===== config.mk =====
export PLATFORM = sky130hd
export DESIGN_NAME = parity_frame_rx
export DESIGN_NICKNAME = d
export VERILOG_FILES = /design/src/rtl/parity_frame_rx.sv
export SDC_FILE = /design/constraint.sdc
export NUM_CORES = 1
export LEC_CHECK = 0
export BUFFER_PORTS_ARGS = -buffer_cell sky130_fd_sc_hd__buf_4
export CAP_MARGIN = 20
export CORE_AREA = 2 2 50 43
export CTS_CLUSTER_SIZE = 24
export DETAILED_ROUTE_END_ITERATION = 12
export DIE_AREA = 0 0 52 45
export HOLD_SLACK_MARGIN = 0.1
export PLACE_DENSITY = 0.78
export SYNTH_ARGS = -nofsm -noshare
export SYNTH_HDL_FRONTEND = slang
export SYNTH_SLANG_ARGS = --single-unit

===== constraint.sdc =====
create_clock -name clk -period 4.1 [get_ports clk]
set_input_delay 0 -clock clk [delete_from_list [all_inputs] [get_ports clk]]
set_output_delay 0 -clock clk [all_outputs]
set_load 0.005 [all_outputs]

===== src/rtl/parity_frame_rx.sv =====
// Serial frame receiver: start bit, DATA_W data bits LSB first, parity bit, stop bit.
// Forwards payload and raw parity bit to a downstream checker; does not evaluate parity.
//
// state  | meaning
// IDLE   | line idle, waiting for a start bit (0) on a bit_en strobe
// DATA   | shifting in data bits, bit_cnt = index of the next bit
// PARITY | next strobe carries the parity bit
// STOP   | next strobe carries the stop bit; 1 publishes the frame, 0 discards it
module parity_frame_rx #(
    parameter int DATA_W = 4
) (
    input  logic              clk,
    input  logic              rst,
    input  logic              serial_in,
    input  logic              bit_en,
    output logic [DATA_W-1:0] data_out,
    output logic              parity_out,
    output logic              frame_valid,
    output logic              frame_err,
    output logic              busy
);

    localparam int CNT_W = $clog2(DATA_W + 1);

    typedef enum logic [1:0] {
        IDLE,
        DATA,
        PARITY,
        STOP
    } state_t;

    state_t            state, state_nxt;
    logic [CNT_W-1:0]  bit_cnt, bit_cnt_nxt;
    logic [DATA_W-1:0] shift_reg, shift_nxt;
    logic [DATA_W-1:0] data_nxt;
    logic              par_bit, par_bit_nxt;
    logic              parity_nxt;
    logic              valid_nxt, err_nxt;

    always_ff @(posedge clk) begin
        if (rst) begin
            state       <= IDLE;
            bit_cnt     <= '0;
            shift_reg   <= '0;
            par_bit     <= 1'b0;
            data_out    <= '0;
            parity_out  <= 1'b0;
            frame_valid <= 1'b0;
            frame_err   <= 1'b0;
        end else begin
            state       <= state_nxt;
            bit_cnt     <= bit_cnt_nxt;
            shift_reg   <= shift_nxt;
            par_bit     <= par_bit_nxt;
            data_out    <= data_nxt;
            parity_out  <= parity_nxt;
            frame_valid <= valid_nxt;
            frame_err   <= err_nxt;
        end
    end

    always_comb begin
        state_nxt   = state;
        bit_cnt_nxt = bit_cnt;
        shift_nxt   = shift_reg;
        par_bit_nxt = par_bit;
        data_nxt    = data_out;
        parity_nxt  = parity_out;
        valid_nxt   = 1'b0;
        err_nxt     = 1'b0;

        if (bit_en) begin
            case (state)
                IDLE: begin
                    if (!serial_in) begin
                        state_nxt   = DATA;
                        bit_cnt_nxt = '0;
                        shift_nxt   = '0;
                    end
                end
                DATA: begin
                    // Loop compare avoids indexing with a counter wider than the vector index.
                    for (int i = 0; i < DATA_W; i++) begin
                        if (bit_cnt == CNT_W'(i)) begin
                            shift_nxt[i] = serial_in;
                        end
                    end
                    bit_cnt_nxt = bit_cnt + CNT_W'(1);
                    if (bit_cnt == CNT_W'(DATA_W - 1)) begin
                        state_nxt = PARITY;
                    end
                end
                PARITY: begin
                    par_bit_nxt = serial_in;
                    state_nxt   = STOP;
                end
                STOP: begin
                    state_nxt = IDLE;
                    if (serial_in) begin
                        data_nxt   = shift_reg;
                        parity_nxt = par_bit;
                        valid_nxt  = 1'b1;
                    end else begin
                        err_nxt = 1'b1;
                    end
                end
                default: state_nxt = IDLE;
            endcase
        end
    end

    assign busy = (state != IDLE);

endmodule


-- Word-level counts from Yosys, hierarchy flattened
Cells that the tools add are included.
- register bits after elaboration: 17
- output and inout port bits: 8
- word-level logic and storage cells: 51
- add/sub/neg operators: 1
- equal/unequal tests: 11
- muxes and demuxes: 13
- bitwise logic cells: 2
- reductions and logical operators: 13
- operators with widths (kind ; number):
    4-bit AND reduction ; 4
    2-bit != test (second input constant) ; 5
    3-bit AND reduction ; 3
    2-bit one-hot mux with 4 select lines ; 1
    4-bit one-hot mux with 2 select lines ; 1
    3-bit by 2-bit equality test with 1-bit output (second input constant) ; 2
    1-bit two-way mux ; 6
    3-bit one-hot mux with 2 select lines ; 1
    2-bit equality test (second input constant) ; 2
    2-bit two-way mux ; 2
    4-bit two-way mux ; 1
    2-bit nonzero test ; 2
    3-bit by 1-bit adder with 3-bit output (second input constant) ; 1
    3-bit by 1-bit equality test with 1-bit output (second input constant) ; 1
    3-bit logical NOT ; 1
    3-bit two-way mux ; 1
    3-bit OR reduction ; 1
    2-bit by 1-bit equality test with 1-bit output (second input constant) ; 1
    2-bit logical NOT ; 1
    1-bit inverter ; 2
    2-bit AND reduction ; 1

-- Depth between registers and ports, before layout
- word-level depth: 3
- mapped depth: 6
- mapped depth without buffers: 5

-- Worst setup path before layout
No wires, ideal clock.
- path kind: flip-flop to flip-flop
- start: register state[0]
- end: register state[0]
- library setup time: 0.071 ns
- arrival time: 1.386 ns
- required time: 4.029 ns
- path slack: 2.643 ns
- stages on the path, launching flop included: 6
- buffers on the path: 0
- clock period less this slack: 1.457 ns
- path through: dfxtp_1 -> inv_1 -> ha_1 -> a21bo_2 -> or3_1 -> a21oi_1
- longest elaborated chain between the ends: 3
- RTL lines (item ; RTL line ; text):
    start, declared ; 32 ; state_t state, state_nxt;
    start signal, assigned ; 51 ; state <= state_nxt;
    2-bit by 1-bit equality test with 1-bit output / 2-bit logical NOT (equally long branches) ; 73 ; case (state)
    2-bit != test (no source line) ; n/a ;
    3-bit AND reduction (no source line) ; n/a ;
Parallel ways exist; a longest one is shown, timed or not.
A chain may end at the register's enable or synchronous reset.

-- Worst setup path after layout
Ends and elaborated chain as after synthesis.

==> results.yml <==
status:
  outcome: "completed"
global_routing:
  antenna_found_initial: 0
  grt_pass1_wl_um: 2940
  grt_max_degree: 23
  grt_use_total_pct: 17.1
  grt_pass1_vias: 665
  gr-total-overflow: 0
place:
  dp_hpwl_um: 1270
  globalplace.congestion: 0.767
  portBuffers: 11
die:
  core_um2: 1800
  die_h_um: 45
  row_count: 14
  die_area_um2: 2340
  die-width_um: 52
  io_pins: 12
  initial_core_util_pct: 47.9
power:
  p_per_area_nw_per_um2: 294
  swShare_pct: 27.3
  p_leak_nw: 0.462
  vdd_drop_max_mv: 0.176
  clockPowerShare_pct: 30.2
  combPwrFrac_pct: 14.4
  power_mw: 0.307
  internal-power_mw: 0.223
  p_seq_share_pct: 55.4
  p_sw_mw: 0.0839
drt:
  drt_iter0_markers: 9
  wirelength_um: 1740
  wl_per_cell_um: 12.8
  vias: 716
  dr.pass1.iters: 4
  ant_nets: 0
  viasPerCell: 5.26
  drt_drc_violations_left: 0
timing:
  fmax_mhz: 613
  fin_crit_sh_pct: 39.8
  skew_ns: 0.00956
  rsz0062_at_grt: "no"
  finalSetupTns_ns: 0
  worstMarginPinSlew_ns: 0.370
  max-slew-margin-rel_pct: 75.3
  final-hold-violation-count: 0
  drv_slew: 0
  setup_violations: 0
  finalCriticalPeriod_ns: 1.63
worst_setup_path:
  crit_fanout: 6
  cp_slowest_cell: "dfxtp_1"
  critPathKind: "flop to flop"
  start_kind: "flop"
  r2r-end: "state[0]"
  cp-end-kind: "flop"
  r2r-start: "state[0]"
  cp_cell_sequence: "inv_1 > ha_1 > a21bo_2 > or3_1 > a21oi_1"
  cp.required_ns: 4.34
  cpPeakStageDelay_ns: 0.39
  reg2reg_slack_ns: 2.47
  ff2ff_path_depth: 5
  critPathArrivalTime_ns: 1.88
job:
  cap_violations: 0
min_path:
  min_from: "shift_reg[1]"
  hold_class: "flop to flop"
  worstHoldPathCells: 2
  hold_end: "shift_reg[1]"
logic_synthesis:
  synthDistinctLibCells: 22
  syn_nets: 109
  yosys_warnings: 0
  yosysTopAreaCellShare_pct: 39.4
  synth.avg_cell_area_um2: 9.10
  synthCells: 95
  ys_seq_area_share_pct: 39.4
  yosysTopAreaCell: "dfxtp_1"
  syn-cell-area_um2: 865
  synthTopCellsByArea: "dfxtp_1 39%, ha_1 14%, mux2i_1 6.9%"
  synth_seq_cells: 17
clock_network:
  clk_latency_ns: 0.30
  clock_sinks: 17
  cts_buffer_depth: 2
  path_clk_slew_ns: 0.11
  cts_setup_buffers: 0
  cts_buffers: 3
  cts_tree: "done"
  cts_root_buffer: "clkbuf_4"
  cts_max_level: 1
layout:
  drive_above_1_share_pct: 14.3
  antenna_cells: 0
  syn_to_final_growth_pct: 20.7
  final_nets: 127
  fillers: 163
routing by layer:
layer | GRT usage (%) | vias up | share of wire (%)
li1 | - | 366 | -
met1 | 22.1 | 330 | 49
met2 | 27.8 | 15 | 45
met3 | 4.97 | 5 | 4.0
met4 | 4.74 | 0 | 1.8
met5 | 0 | - | 0
synth_stat cells:
| cell type | instances |
|---|---|
| dfxtp_1 | 17 |
| ha_1 | 10 |
| nor2_1 | 10 |
| o21ai_0 | 7 |
| a21oi_1 | 6 |
| inv_1 | 6 |
| mux2i_1 | 6 |
| nand2b_1 | 6 |
| nand3_1 | 5 |
| nor3b_1 | 4 |
| a32oi_1 | 3 |
| clkbuf_1 | 3 |
| nand2_1 | 2 |
| nor2b_1 | 2 |
| a21bo_2 | 1 |
| a21boi_1 | 1 |
| and4b_1 | 1 |
| nand3b_1 | 1 |
| nor3_1 | 1 |
| nor4bb_1 | 1 |
| o31ai_1 | 1 |
| or3_1 | 1 |
cell type report:
type	count	area (um^2)	area share [%]
multi-input cells	69	490	47.0
clock buffers	3	22.5	2.16
repair buffers	16	133	12.7
inverters	6	22.5	2.16
flip-flops and latches	17	340	32.6
clock inverters	1	5.00	0.480
well taps	24	30.0	2.88
worst max-delay path, delay by kind of cell (launching register included):
family                     cells  cell delay (ns)
AOI/OAI and AO/OA              2             0.42
adders and majority gates      1             0.27
buffers and inverters          1             0.10
DFF                            1             0.39
and+or+nand+nor                1             0.39
power groups by stage:
stage,combinational (mW),clock [mW],sequential [mW]
5_1_grt,0.0493,0.0990,0.170
3_5_place_dp,0.0408,0,0.174
3_3_place_gp,0.0390,0,0.173
6_report,0.0441,0.0928,0.170
4_1_cts,0.0436,0.0956,0.170
2_1_floorplan,0.0283,0,0.173
worst max-delay path by stage:
stage / startpoint / end
4_1_cts: state[0] / state[0]
2_1_floorplan: state[0] / state[0]
5_1_grt: state[0] / state[0]
3_5_place_dp: state[0] / state[0]
3_3_place_gp: state[0] / state[0]
6_report: state[0] / state[0]
placed cells by master, fill, tap and decap left out:
cell type / synthesis / final
a21bo_2: 1 / 1
a21boi_1: 1 / 1
a21oi_1: 6 / 6
a32oi_1: 3 / 3
and4b_1: 1 / 1
buf_4: 0 / 11
clkbuf_4: 0 / 3
clkinv_2: 0 / 1
dfxtp_1: 17 / 17
dlygate4sd3_1: 0 / 5
ha_1: 10 / 10
inv_1: 6 / 6
mux2i_1: 6 / 6
nand2_1: 2 / 2
nand2b_1: 6 / 6
nand3_1: 5 / 5
nand3b_1: 1 / 1
nor2_1: 10 / 10
nor2b_1: 2 / 2
nor3_1: 1 / 1
nor3b_1: 4 / 4
nor4bb_1: 1 / 1
o21ai_0: 7 / 7
o31ai_1: 1 / 1
or3_1: 1 / 1
kinds of logic (layout without fill, tap and decap cells):
group           after synthesis  count (layout)  synth area share (%)
mux                           6               6                  6.95
simple gates                 34              34                  21.9
fa+ha+maj                    10              10                  14.5
flops                        17              17                  39.4
compound gates               19              19                  13.5
buf+inv                       9              26                  3.91
timing repair:
action | 4_1_cts | 5_1_grt
endpoints found under the hold margin | 14 | 0
hold buffers | 5 | 0
gates resized for setup | 0 | 0
per-stage QoR:
stage / setup slack [ns] / hold WS, ns / instance area [um^2] / instances / utilization (%)
finish: 2.47 / 0.497 / 1040 / 136 / 57.8
detailed placement: 2.51 / 0.222 / 966 / 127 / 53.5
global placement: 2.60 / 0.221 / 966 / 127 / 53.5
global route: 2.36 / 0.514 / 1040 / 136 / 57.8
CTS: 2.48 / 0.499 / 1040 / 136 / 57.8
floorplan: 2.64 / 0.0757 / 865 / 95 / -
No activity file was read; power rests on OpenSTA's default activity.
